$ cat src/rtl/crc_16_chk_pkg.sv
// Sideband CRC-16 shared definitions: symbol framing, polynomial/seed and checker FSM states.
// Shared between the RX checker and the TX generator.
package sb_crc_pkg;

  localparam int unsigned SB_SYM_BITS  = 10;
  localparam logic        SB_START_BIT = 1'b0;
  localparam logic        SB_STOP_BIT  = 1'b1;
  localparam logic [15:0] CRC16_POLY   = 16'h8005;
  localparam logic [15:0] CRC16_INIT   = 16'hFFFF;
  localparam int unsigned CRC16_SYMS   = 2;

  typedef logic [3:0] bit_cnt_t;
  localparam bit_cnt_t SB_LAST_BIT = bit_cnt_t'(SB_SYM_BITS - 1);

  typedef enum logic [1:0] {IDLE, DATA, CRC, DONE} crc_state_t;
  typedef enum logic {LFSR_CALC, LFSR_DRAIN} lfsr_mode_t;

endpackage

$ cat src/rtl/crc_16_chk_lfsr.sv
// Serial CRC-16 LFSR: CALC folds data bits into the remainder, DRAIN shifts it out MSB-first.
// Shared with the TX generator.
module sb_crc16_lfsr
  import sb_crc_pkg::*;
#(
  parameter logic [15:0] POLY = CRC16_POLY,
  parameter logic [15:0] INIT = CRC16_INIT
) (
  input  logic        clk,
  input  logic        rst,
  input  logic        init,
  input  logic        shift_en,
  input  lfsr_mode_t  mode,
  input  logic        din,
  output logic [15:0] lfsr
);

  logic fb;

  always_comb fb = lfsr[15] ^ din;

  always_ff @(posedge clk or negedge rst) begin
    if (!rst) begin
      lfsr <= INIT;
    end else if (init) begin
      lfsr <= INIT;
    end else if (shift_en) begin
      if (mode == LFSR_CALC) lfsr <= {lfsr[14:0], 1'b0} ^ (fb ? POLY : '0);
      else                   lfsr <= {lfsr[14:0], 1'b0};
    end
  end

endmodule

$ cat config.mk
export PLATFORM = sky130hd
export DESIGN_NAME = sb_crc16_lfsr
export DESIGN_NICKNAME = d
export VERILOG_FILES = /design/src/rtl/crc_16_chk_pkg.sv /design/src/rtl/crc_16_chk_lfsr.sv
export SDC_FILE = /design/constraint.sdc
export NUM_CORES = 1
export LEC_CHECK = 0
export CORE_ASPECT_RATIO = 1.2
export CORE_MARGIN = 2
export CORE_UTILIZATION = 40
export CTS_CLUSTER_DIAMETER = 30
export DETAILED_ROUTE_END_ITERATION = 10
export PLACE_DENSITY = 0.82
export SYNTH_ARGS = -nofsm -noshare
export SYNTH_HDL_FRONTEND = slang
export SYNTH_SLANG_ARGS = --single-unit
$ cat constraint.sdc
create_clock -name clk -period 1.25 [get_ports clk]
set_clock_uncertainty 0.2 [all_clocks]
set_input_delay 0.25 -clock clk [delete_from_list [all_inputs] [get_ports clk]]
set_output_delay 0.25 -clock clk [all_outputs]
set_load 0.01 [all_outputs]
==> reports/qor.csv <==
metric;value;unit
status;complete, but fails checks;
violations;negative setup slack;
p_per_area;841;mW/mm^2
cts_hold_buf;0;
synth_top_cell_by_area;dfstp_2;
finalHoldViolCount;0;
clkTransAtPathRegs;0.10;ns
cts_root_buffer;clkbuf_4;
regMostFlops;lfsr;
via_count;664;
ys_ff_latch;16;
top_regs;lfsr (16);
leakagePower;0.566;nW
grt_antenna_before_repair;0;
drc;0;
numCtsBuffers;3;
power.total;0.00105;W
report.final.slew_viol_count;0;
post_dp_cell_area;0.00114;sq mm
synth_cell_types;20;
setup_violations;19;
synth_edf_count;0;
stdcell_area;0.00125;sq mm
syn_inst;64;
cts_tree;built;
intPower;0.000805;W
maxCapViolCount;0;
dieArea;0.00223;sq mm
synthMostInstantiatedCell;dfstp_2;
grt_max_degree;17;
coreArea;0.00181;sq mm
cp_cell_sequence;buf_2;
yosysSeqAreaShare;0.564;
path_buf_inv;1;
gp_congestion;0.723;
syn_to_final_growth;67.8;%
vdd_drop_max;0.000478;V
switching_share;0.236;
max-slew-margin-rel;0.829;
power_frac_comb;0.156;
grt_pass1_vias;703;
slowest_delay;0.55;ns
port_buffers;21;
ys.flop_type;dfstp_2;
overflow;0;
worstHoldPathType;input pin to asynchronous set/reset pin;
grt_util_all_layers;0.183;
cp-end-kind;primary output;
cp_data_required_time;0.80;ns
routed_wl;1.72;mm
clk_path_buf_depth;2;
wl_per_cell;13.2;um
place_ws;-0.446;ns
largest_reg_flops;16;
die_w;43.4;um
final.min_clock_period;1.41;ns
synth_common_cells;16 x dfstp_2, 14 x nand2_1, 13 x mux2i_1;
die_h;51.3;um
rsz0062_at_grt;yes;
setup_tns;-2.52;ns
initial_core_util;0.412;
dp.final_hpwl;1.28;mm
clock_sinks;16;
crit_type;register to primary output;
netlist_top_cells_area;dfstp_2 56%, mux2i_1 17%, nand2_1 7.0%;
crit_arrival;0.96;ns
max_freq;711;MHz
synthesis.nets;70;
worst_pin_slew;0.256;ns
drt_first_iter_violations;3;
synth.top_cell.area_share;0.564;
path_max_fanout;2;
seq_power_share;0.516;
insertion_delay;0.29;ns
grt_pass1_wl;3.01;mm
yosysWarnings;0;
instances_no_fill;130;
switchingPower;0.000248;W
drtAntennaViolNets;0;
h-tree-depth;1;
avgSynthCellArea;11.7;sq um
io_pins;22;
synthArstFlopShare;1.00;
post_drt_via_cell_ratio;5.11;
n_antenna_cell;0;
fillers;139;
pwr-share-clk;0.327;
drive_gt1_frac;0.622;
num_rows;17;
slowest_stage;dfstp_2;
critPathTopFamily;flip-flops;
syn-cell-area;746;sq um
worst_slack;-0.156;ns
nets;118;
fin_crit_sh;1.12;
drt-pass1-iter-count;5;
dp.cells;123;
start_kind;register;
## routing by layer
metal | vias up | global-route usage | part of all wire | routed length (um)
met2 | 12 | 0.318 | 0.54 | 922
met1 | 333 | 0.204 | 0.41 | 707
met4 | 0 | 0.0909 | 0.0093 | 16
met3 | 2 | 0.0424 | 0.040 | 69
li1 | 317 | - | - | -
met5 | - | 0 | 0 | 0
## through the flow
stage | util | hold WS (ns)
after global routing | 0.692 | 0.269
after detailed placement | 0.631 | 0.346
after global placement | 0.631 | 0.341
after CTS | 0.692 | 0.267
final | 0.692 | 0.265
after floorplan | - | -0.0978
## placed cells by master (no fill, tap or decap), types with 2 or more instances in the layout
cell type,count
a21oi_2,2
buf_4,21
buf_6,18
clkbuf_4,3
clkdlybuf4s50_1,4
dfstp_2,16
mux2i_1,13
nand2_1,14
nand2b_4,2
nand3b_1,2
## power groups by stage
stage	Combinational [W]	Sequential (W)	Clock (W)
5_1_grt	0.000179	0.000544	0.000381
3_5_place_dp	0.000151	0.000550	0
4_1_cts	0.000166	0.000544	0.000353
3_3_place_gp	0.000150	0.000549	0
2_1_floorplan	0.0000578	0.000556	0
6_report	0.000164	0.000544	0.000345
## final cells by class
class                           count  area (sq um)  share of cell area
Tap cell                           19          23.8              0.0190
Inverter                            2          7.51             0.00600
Clock buffer                        4          36.3              0.0290
Multi-Input combinational cell     43           329               0.263
Timing Repair Buffer               46           434               0.347
Sequential cell                    16           420               0.336
## worst paths after layout
check	slack [ns]	endpoint	start	depth (start not counted)
worst max register to register	-0.13	lfsr[2]	lfsr[15]	4
min in group clk	0.38	lfsr[0]	shift_en	4
worst max-delay path	-0.16	lfsr[15]	lfsr[15]	1
max in group asynchronous	0.56	lfsr[15]	rst	2
worst min-delay path	0.27	lfsr[5]	rst	2
worst min register to register	0.45	lfsr[0]	lfsr[0]	3
## logic make-up after synthesis
kind of cell | count (synthesis) | synth area share
AO/OA/AOI/OAI | 9 | 0.0923
buffers and inverters | 5 | 0.0419
flip-flops | 16 | 0.564
multiplexers | 13 | 0.174
AND/OR/NAND/NOR | 21 | 0.128
## timing repair
item                       in CTS  in global routing
resized for setup              88                  0
pin swaps                       3                  3
buffers inserted                3                  0
setup endpoints to repair      32                 19
Note: power is estimated with default switching activity, not from simulation.
